`src/rtl/uart_tx.sv`:
```
// uart_tx -- 8N1 UART transmitter with an internal byte FIFO.
//
// Bytes arrive from the peripheral bus over a write strobe. They are queued
// in a circular FIFO and sent LSB-first on uart_txd. Bit timing comes from a
// free-running x16 oversampling enable, so one bit lasts 16*divisor clocks.
//
// Handshake: a byte is taken on any rising clk edge where tx_wr && tx_ready.
// tx_ready is high whenever the FIFO is not full and does not depend on
// tx_wr. A write while tx_ready is low is dropped and changes nothing.
//
// Ports:
//   clk         in   system clock
//   reset       in   synchronous, active-high reset
//   tx_data     in   byte to queue
//   tx_wr       in   write strobe
//   tx_ready    out  FIFO not full
//   tx_busy     out  frame on the line or FIFO non-empty
//   fifo_level  out  current FIFO occupancy
//   uart_txd    out  serial line, idles high, driven from a flop
//   dbg_state_o out  transmit FSM state (0 IDLE, 1 START, 2 DATA, 3 STOP)
//
// Parameters: freq_hz/baud must be at least 16, and fifo_depth must be a
// power of two no smaller than 2.
module uart_tx #(
  parameter int unsigned freq_hz    = 50_000_000,
  parameter int unsigned baud       = 115200,
  parameter int unsigned fifo_depth = 16
) (
  input  logic                        clk,
  input  logic                        reset,
  input  logic [7:0]                  tx_data,
  input  logic                        tx_wr,
  output logic                        tx_ready,
  output logic                        tx_busy,
  output logic [$clog2(fifo_depth):0] fifo_level,
  output logic                        uart_txd,
  output logic [1:0]                  dbg_state_o
);

  localparam int unsigned divisor = freq_hz / baud / 16;
  localparam int unsigned AW      = $clog2(fifo_depth);
  localparam int unsigned LW      = AW + 1;

  localparam logic [15:0]   DIV_RELOAD = 16'(divisor - 1);
  localparam logic [LW-1:0] LEVEL_FULL = LW'(fifo_depth);

  typedef enum logic [1:0] {
    IDLE  = 2'd0,
    START = 2'd1,
    DATA  = 2'd2,
    STOP  = 2'd3
  } state_e;

  // ---------------------------------------------------------------------
  // x16 enable generator. Free-running: frames do not resynchronise it,
  // which is why the first start bit can lag an accept by up to divisor
  // clocks.
  // ---------------------------------------------------------------------
  logic [15:0] div_cnt_q, div_cnt_d;
  logic        enable16;

  assign enable16 = (div_cnt_q == 16'd0);

  always_comb begin
    div_cnt_d = enable16 ? DIV_RELOAD : (div_cnt_q - 16'd1);
  end

  always_ff @(posedge clk) begin
    if (reset) div_cnt_q <= DIV_RELOAD;
    else       div_cnt_q <= div_cnt_d;
  end

  // ---------------------------------------------------------------------
  // FIFO. Pointers wrap naturally because the depth is a power of two.
  // ---------------------------------------------------------------------
  logic [7:0]    mem_q [fifo_depth];
  logic [AW-1:0] wr_ptr_q, rd_ptr_q;
  logic [LW-1:0] level_q;
  logic          accept;
  logic          pop;
  logic          fifo_nonempty;

  assign tx_ready      = (level_q != LEVEL_FULL);
  assign accept        = tx_wr && tx_ready;
  assign fifo_nonempty = (level_q != '0);

  always_ff @(posedge clk) begin
    if (reset) begin
      wr_ptr_q <= '0;
      rd_ptr_q <= '0;
      level_q  <= '0;
    end else begin
      if (accept) wr_ptr_q <= wr_ptr_q + AW'(1);
      if (pop)    rd_ptr_q <= rd_ptr_q + AW'(1);
      // Simultaneous accept and pop leave the level unchanged.
      if (accept && !pop)      level_q <= level_q + LW'(1);
      else if (pop && !accept) level_q <= level_q - LW'(1);
    end
  end

  // Storage needs no reset; only the pointers define what is valid.
  always_ff @(posedge clk) begin
    if (accept && !reset) mem_q[wr_ptr_q] <= tx_data;
  end

  // ---------------------------------------------------------------------
  // Transmit FSM
  // ---------------------------------------------------------------------
  state_e     state_q, state_d;
  logic [3:0] tick_q, tick_d;
  logic [2:0] bit_q, bit_d;
  logic [7:0] shift_q, shift_d;
  logic       txd_q, txd_d;
  logic       bit_end;

  // Last enable16 tick of the current bit period.
  assign bit_end = enable16 && (tick_q == 4'd15);

  // State register
  always_ff @(posedge clk) begin
    if (reset) begin
      state_q <= IDLE;
      tick_q  <= 4'd0;
      bit_q   <= 3'd0;
      shift_q <= 8'd0;
      txd_q   <= 1'b1;
    end else begin
      state_q <= state_d;
      tick_q  <= tick_d;
      bit_q   <= bit_d;
      shift_q <= shift_d;
      txd_q   <= txd_d;
    end
  end

  // Next-state logic
  always_comb begin
    state_d = state_q;
    case (state_q)
      IDLE:    if (enable16 && fifo_nonempty) state_d = START;
      START:   if (bit_end) state_d = DATA;
      DATA:    if (bit_end && (bit_q == 3'd7)) state_d = STOP;
      STOP:    if (bit_end) state_d = fifo_nonempty ? START : IDLE;
      default: state_d = IDLE;
    endcase
  end

  // Output and datapath logic
  always_comb begin
    pop     = 1'b0;
    tick_d  = tick_q;
    bit_d   = bit_q;
    shift_d = shift_q;
    txd_d   = txd_q;

    // The 4-bit tick counter wraps 15 -> 0 on its own at each bit boundary.
    if ((state_q != IDLE) && enable16) tick_d = tick_q + 4'd1;

    case (state_q)
      IDLE: begin
        txd_d = 1'b1;
        if (enable16 && fifo_nonempty) begin
          pop     = 1'b1;
          shift_d = mem_q[rd_ptr_q];
          txd_d   = 1'b0;
          tick_d  = 4'd0;
        end
      end
      START: begin
        if (bit_end) begin
          txd_d = shift_q[0];
          bit_d = 3'd0;
        end
      end
      DATA: begin
        if (bit_end) begin
          if (bit_q != 3'd7) begin
            shift_d = {1'b0, shift_q[7:1]};
            txd_d   = shift_q[1];
            bit_d   = bit_q + 3'd1;
          end else begin
            txd_d = 1'b1;
          end
        end
      end
      STOP: begin
        // Back-to-back: the next start bit begins on the stop-end edge.
        if (bit_end && fifo_nonempty) begin
          pop     = 1'b1;
          shift_d = mem_q[rd_ptr_q];
          txd_d   = 1'b0;
        end
      end
      default: begin
        txd_d = 1'b1;
      end
    endcase
  end

  assign uart_txd    = txd_q;
  assign tx_busy     = (state_q != IDLE) || fifo_nonempty;
  assign fifo_level  = level_q;
  assign dbg_state_o = state_q;

endmodule

```
`config.mk`:
```
export PLATFORM = sky130hd
export DESIGN_NAME = uart_tx
export DESIGN_NICKNAME = d
export VERILOG_FILES = /design/src/rtl/uart_tx.sv
export SDC_FILE = /design/constraint.sdc
export NUM_CORES = 1
export LEC_CHECK = 0
export ABC_AREA = 0
export BUFFER_PORTS_ARGS = -buffer_cell sky130_fd_sc_hd__clkbuf_2
export CORE_ASPECT_RATIO = 0.8
export CORE_MARGIN = 2
export CORE_UTILIZATION = 42
export CTS_BUF_LIST = sky130_fd_sc_hd__clkbuf_8
export CTS_CLUSTER_SIZE = 10
export DETAILED_ROUTE_END_ITERATION = 8
export PLACE_DENSITY = 0.55
export REMOVE_ABC_BUFFERS = 1
export SLEW_MARGIN = 10
export SYNTH_ARGS = -nofsm -noshare
export SYNTH_HDL_FRONTEND = slang
export SYNTH_SLANG_ARGS = --single-unit
```
`constraint.sdc`:
```
create_clock -name clk -period 6.3 [get_ports clk]
set_clock_uncertainty 0.2 [all_clocks]
set_input_delay 0.945 -clock clk [delete_from_list [all_inputs] [get_ports clk]]
set_output_delay 0.945 -clock clk [all_outputs]
set_load 0.01 [all_outputs]
```
=== Yosys cells after proc, flatten, opt, wreduce, memory -nomap -nowiden ===
Memory sizes are Yosys's and may differ from the RTL's. A register that Yosys moved wholly into a read port is not among the register bits.
Index checks and enable logic that the tools add are counted.

* Logic and storage cells: 89
* Bits in latches: 0
* RAM bits: 128
* Bits of input ports: 11
* Memory bits (read-only): 0
* Output and inout port bits: 10
* Memories kept: 1
* Bits in registers: 47

{| class="wikitable"
|+ Memory list
! name !! depth !! bits a word !! rd ports !! clocked after memory_dff !! wr ports !! RTL line !! text
|-
| mem_q || 16 || 8 || 1 || 1 || 1 || 76 || <nowiki>logic [7:0] mem_q [fifo_depth];</nowiki>
|}

* Bitwise gates (word level): 0
* Mux-type cells: 33
* Equality and inequality tests: 14
* Divide/modulo/power cells: 0
* $lt $le $gt $ge: 0
* Reduce and logical (&&, ||, !) cells: 25
* Add/sub/neg operators: 7
* Multipliers: 0
* Shift-type cells: 0

{| class="wikitable"
|+ Operators by type and width
! kind !! number
|-
| 8-bit 2-to-1 mux || 4
|-
| 8-bit one-hot mux with 3 select lines || 1
|-
| 4-bit 2-to-1 mux || 5
|-
| 16-bit zero test || 1
|-
| 16-bit by 1-bit subtractor with 16-bit output, second input constant || 1
|-
| 2-bit inequality test, second input constant || 7
|-
| 4-bit by 1-bit adder with 4-bit output, second input constant || 3
|-
| 1-bit 2-to-1 mux || 10
|-
| 5-bit 2-to-1 mux || 2
|-
| 1-bit logical AND || 9
|-
| 3-bit 2-to-1 mux || 3
|-
| 2-bit 2-to-1 mux || 4
|-
| 2-bit one-hot mux with 4 select lines || 1
|-
| 4-bit AND reduction || 2
|-
| 3-bit one-hot mux with 2 select lines || 1
|-
| 2-bit nonzero test || 3
|-
| 5-bit by 1-bit adder with 5-bit output, second input constant || 1
|-
| 5-bit inequality test, second input constant || 1
|-
| 5-bit AND reduction || 1
|-
| 5-bit nonzero test || 1
|-
| 5-bit by 1-bit subtractor with 5-bit output, second input constant || 1
|-
| 2-bit == test, second input constant || 2
|-
| 4-bit == test, second input constant || 1
|-
| 1-bit one-hot mux with 4 select lines || 1
|-
| 11 further kinds || 13
|}

=== Depth between registers and ports, before layout ===
* Word-level depth: 8
* Depth in mapped cells: 14

=== Least setup slack after synthesis ===
OpenSTA, ideal clock, no wires.

* Path type: input-to-reg
* Start: input port tx_wr
* End: register level_q[4] (netlist: fifo_level[4])
* Data required time: 6029 ps
* Stages: 9
* Path buffers: 0
* Arrival: 2847 ps
* Setup time: 71 ps
* Slack: 3182 ps
* Path through: a21boi_1 -> ha_1 -> inv_1 -> fa_1 -> a21o_1 -> a21oi_1 -> xnor2_1 -> or3_1 -> a21oi_1

* Longest elaborated chain between the ends: 4
* Elaborated cells between the ends (all ways): 6
* Those cells by class: mux (1); reduce/logical (5)

{| class="wikitable"
|+ Ends and longest elaborated chain
! element !! RTL line !! text
|-
| from (decl) || 32 || <nowiki>input logic tx_wr,</nowiki>
|-
| 1-bit logical AND (*) || 84 || <nowiki>assign accept = tx_wr && tx_ready;</nowiki>
|-
| 1-bit zero test || 97 || <nowiki>else if (pop && !accept) level_q <= level_q - LW'(1);</nowiki>
|-
| 1-bit logical AND || 97 ||
|-
| 2-bit nonzero test (no line) || - ||
|-
| to (signal assigned) || 96 || <nowiki>if (accept && !pop) level_q <= level_q + LW'(1);</nowiki>
|-
| to (signal assigned) || 97 ||
|-
| to (decl) || 78 || <nowiki>logic [LW-1:0] level_q;</nowiki>
|}

Every way passes the cells marked *; elsewhere a longest branch is shown, timed or not.
A chain may end at the register's enable or synchronous reset.

=== Final worst setup path ===
* Start: register level_q[1] (netlist: fifo_level[1])
* End: register level_q[4] (netlist: fifo_level[4])

* Longest elaborated chain between the ends: 7
* Elaborated cells between the ends (all ways): 17
* Those cells by class: add/sub (2); eq/ne (1); mux (5); reduce/logical (9)

{| class="wikitable"
|+ Ends and longest elaborated chain
! element !! RTL line !! text
|-
| 5-bit nonzero test || 85 || <nowiki>assign fifo_nonempty = (level_q != '0);</nowiki>
|-
| 1-bit logical AND, on equally long branches || 188, 162 ||
|-
| 1-bit 2-to-1 mux, on equally long branches || 188, 162 ||
|-
| 1-bit one-hot mux with 2 select lines || 159 || <nowiki>case (state_q)</nowiki>
|-
| 1-bit zero test || 96 ||
|-
| 1-bit logical AND || 96 ||
|-
| 5-bit 2-to-1 mux / 2-bit nonzero test (equally long branches) || - ||
|}

Several ways; a longest one is shown, not always the timed one. The select of a mux whose other input is x is not followed.

==> flow_summary.json <==
{
  "insertion_delay_ps": 460,
  "initial_utilization_pct": 42.6,
  "synth_flop_cell": "edfxtp_1",
  "setup_viol": 0,
  "totalPowerFinal_mw": 2.47,
  "routed_wl_um": 16100,
  "io_pins": 21,
  "power.density_nw_per_um2": 294,
  "drive_above_1_share_pct": 17.2,
  "post_cts_resize_count": 0,
  "dieArea_um2": 19400,
  "grtUsageMet2_pct": 25.7,
  "dp_hpwl_um": 10700,
  "ys_seq_elements": 179,
  "fin_util_pct": 46.5,
  "clock_sinks": 179,
  "grt_overflow": 0,
  "post-route-period-util_pct": 52.0,
  "track_usage_pct": 17.8,
  "synthCells": 531,
  "critical_path.endpoint_type": "flip-flop",
  "area_growth_pct": 9.10,
  "async_reset_ff_share_pct": 0,
  "worst_pin_slew_ps": 1140,
  "hold_ws_ps": 262,
  "htreeDepth": 4,
  "arrival_ps": 3460,
  "grtUsageMet1_pct": 27.5,
  "hold_class": "reg -> reg",
  "cts_hold_buf": 0,
  "finalCriticalPeriod_ps": 3280,
  "path_class": "reg -> reg",
  "rsz0062_at_grt": "no",
  "vias_per_cell": 5.59,
  "max_freq_mhz": 305,
  "die_h_um": 125,
  "num_vias": 4436,
  "cts_tree": "built",
  "fin_setup_tns_ps": 0,
  "grt_busiest_layer": "met1",
  "reg2reg_to": "fifo_level[4]",
  "timing_hold_violations_final": 0,
  "synth_warnings": 0,
  "crit_fanout": 6,
  "nets": 582,
  "numPortBuffers": 20,
  "grt_pass1_vias": 4455,
  "ys_types": 70,
  "final_common_cell": "edfxtp_1",
  "ant_nets": 0,
  "clkTransAtPathRegs_ps": 90,
  "drt_iter0_drc": 400,
  "gp_congestion": 0.777,
  "rows": 44,
  "grt_antenna_before_repair": 0,
  "layout_common_cells": "edfxtp_1, dfxtp_1, nor2_1",
  "leakagePower_nw": 2.71,
  "timing.hold.worst_endpoint": "div_cnt_q[0]",
  "clock_path_buffers": 2,
  "ff2ff_path_depth": 11,
  "syn_avg_cell_area_um2": 14.5,
  "max_slew_margin_pct": 23.7,
  "slew_viol_final": 0,
  "root_buffer": "clkbuf_8",
  "yosysSeqAreaShare_pct": 63.2,
  "netlist_area_um2": 7700,
  "cts_setup_buffers": 0,
  "synth_edf_count": 128,
  "dp_cells": 762,
  "drc": 0,
  "whs_path_depth": 1,
  "antenna_cells": 0,
  "wire_per_inst_um": 20.3,
  "globalRouteMet3Util_pct": 3.50,
  "cap_violations": 0,
  "hold_path_startpoint": "div_cnt_q[0]",
  "grt_pass1_wl_um": 25900,
  "reg2reg_slack_ps": 3020,
  "reg2reg_from": "fifo_level[1]",
  "grt_max_degree": 38,
  "cts_buffers": 17,
  "irDropWorstVdd_mv": 0.146,
  "die_w_um": 155,
  "crit_path_start_kind": "flip-flop",
  "status": "finished clean",
  "fin_cells": 794,
  "core_area_um2": 18100,
  "cp.required_ps": 6480,
  "first_pass_iters": 5
}
==> area by class of cell <==
| type | instances | area [µm²] |
|---|---|---|
| fill | 1607 | 9660 |
| multi-input combinational | 321 | 2690 |
| timing repair buffer | 23 | 123 |
| tap | 230 | 288 |
| clock inverter | 15 | 165 |
| inverter | 9 | 33.8 |
| clock buffer | 17 | 234 |
| sequential | 179 | 4870 |
==> where the power goes <==
group          switching (mW)  internal (mW)
Combinational           0.196          0.131
Clock                   0.413          0.388
Sequential             0.0429           1.30
==> critical path, cell delays in order (launching register included) <==
cell	delay (ps)
dfxtp_1	380
or4_4	620
o211a_4	280
nand3_1	130
ha_1	200
inv_1	100
fa_1	420
a21o_1	180
a21oi_1	170
xnor2_1	90
or3_1	300
a21oi_1	130
==> worst max-delay path by stage <==
stage               cells after the start            from             to  slack (ps)
global placement                       10           tx_wr  fifo_level[4]        2840
CTS                                    11   fifo_level[1]  fifo_level[4]        3020
finish                                 11   fifo_level[1]  fifo_level[4]        3020
global route                           13  dbg_state_o[0]  fifo_level[4]        2740
floorplan                               9           tx_wr  fifo_level[4]        3180
detailed placement                      5           tx_wr    mem_q[1][5]        2760
==> logic make-up after synthesis <==
logic type,count (synthesis),share of synthesized area [%]
buf+inv,31,1.89
simple gates,143,10.3
flops,179,63.2
xor+xnor,20,2.28
fa+ha+maj,20,3.35
compound gates,90,9.10
mux,48,9.88
==> synth_stat cells, types with 5 or more instances <==
cell type | count | area share, %
o22ai_1 | 9 | 0.73
ha_1 | 19 | 3.1
o21ai_0 | 7 | 0.46
nand2_1 | 30 | 1.5
nor2_1 | 43 | 2.1
a22oi_1 | 5 | 0.49
dfxtp_1 | 51 | 13
nand2b_1 | 10 | 0.81
buf_4 | 6 | 0.59
nand4_1 | 5 | 0.41
a21oi_1 | 16 | 1.0
nand3_1 | 5 | 0.33
edfxtp_1 | 128 | 50
buf_2 | 5 | 0.33
xnor2_1 | 11 | 1.3
clkbuf_1 | 9 | 0.44
nor2b_1 | 7 | 0.57
a211oi_1 | 9 | 0.88
mux4_2 | 22 | 6.4
xor2_1 | 9 | 1.0
or3_1 | 6 | 0.49
nor3_1 | 8 | 0.52
a22o_1 | 5 | 0.57
mux2i_1 | 22 | 2.9
inv_1 | 9 | 0.44
==> layer usage <==
| layer | vias to the layer above | part of all wire [%] |
|---|---|---|
| met1 | 2232 | 49 |
| met4 | 0 | 0.79 |
| met5 | - | 0 |
| met3 | 10 | 5.3 |
| li1 | 2083 | - |
| met2 | 111 | 44 |
==> per-stage QoR <==
step	instance area (µm²)	worst slack, ps
2_1_floorplan	7590	3180
3_3_place_gp	8000	2840
4_1_cts	8400	3020
3_5_place_dp	8000	2760
5_1_grt	8400	2740
6_report	8400	3020
==> registers in the layout, indices dropped and copies added (netlist names), named ones only <==
name         count
mem_q          128
div_cnt_q       16
shift_q          8
fifo_level       5
rd_ptr_q         4
tick_q           4
wr_ptr_q         4
bit_q            3
dbg_state_o      2
uart_txd         1
(Power assumes the default switching activity.)
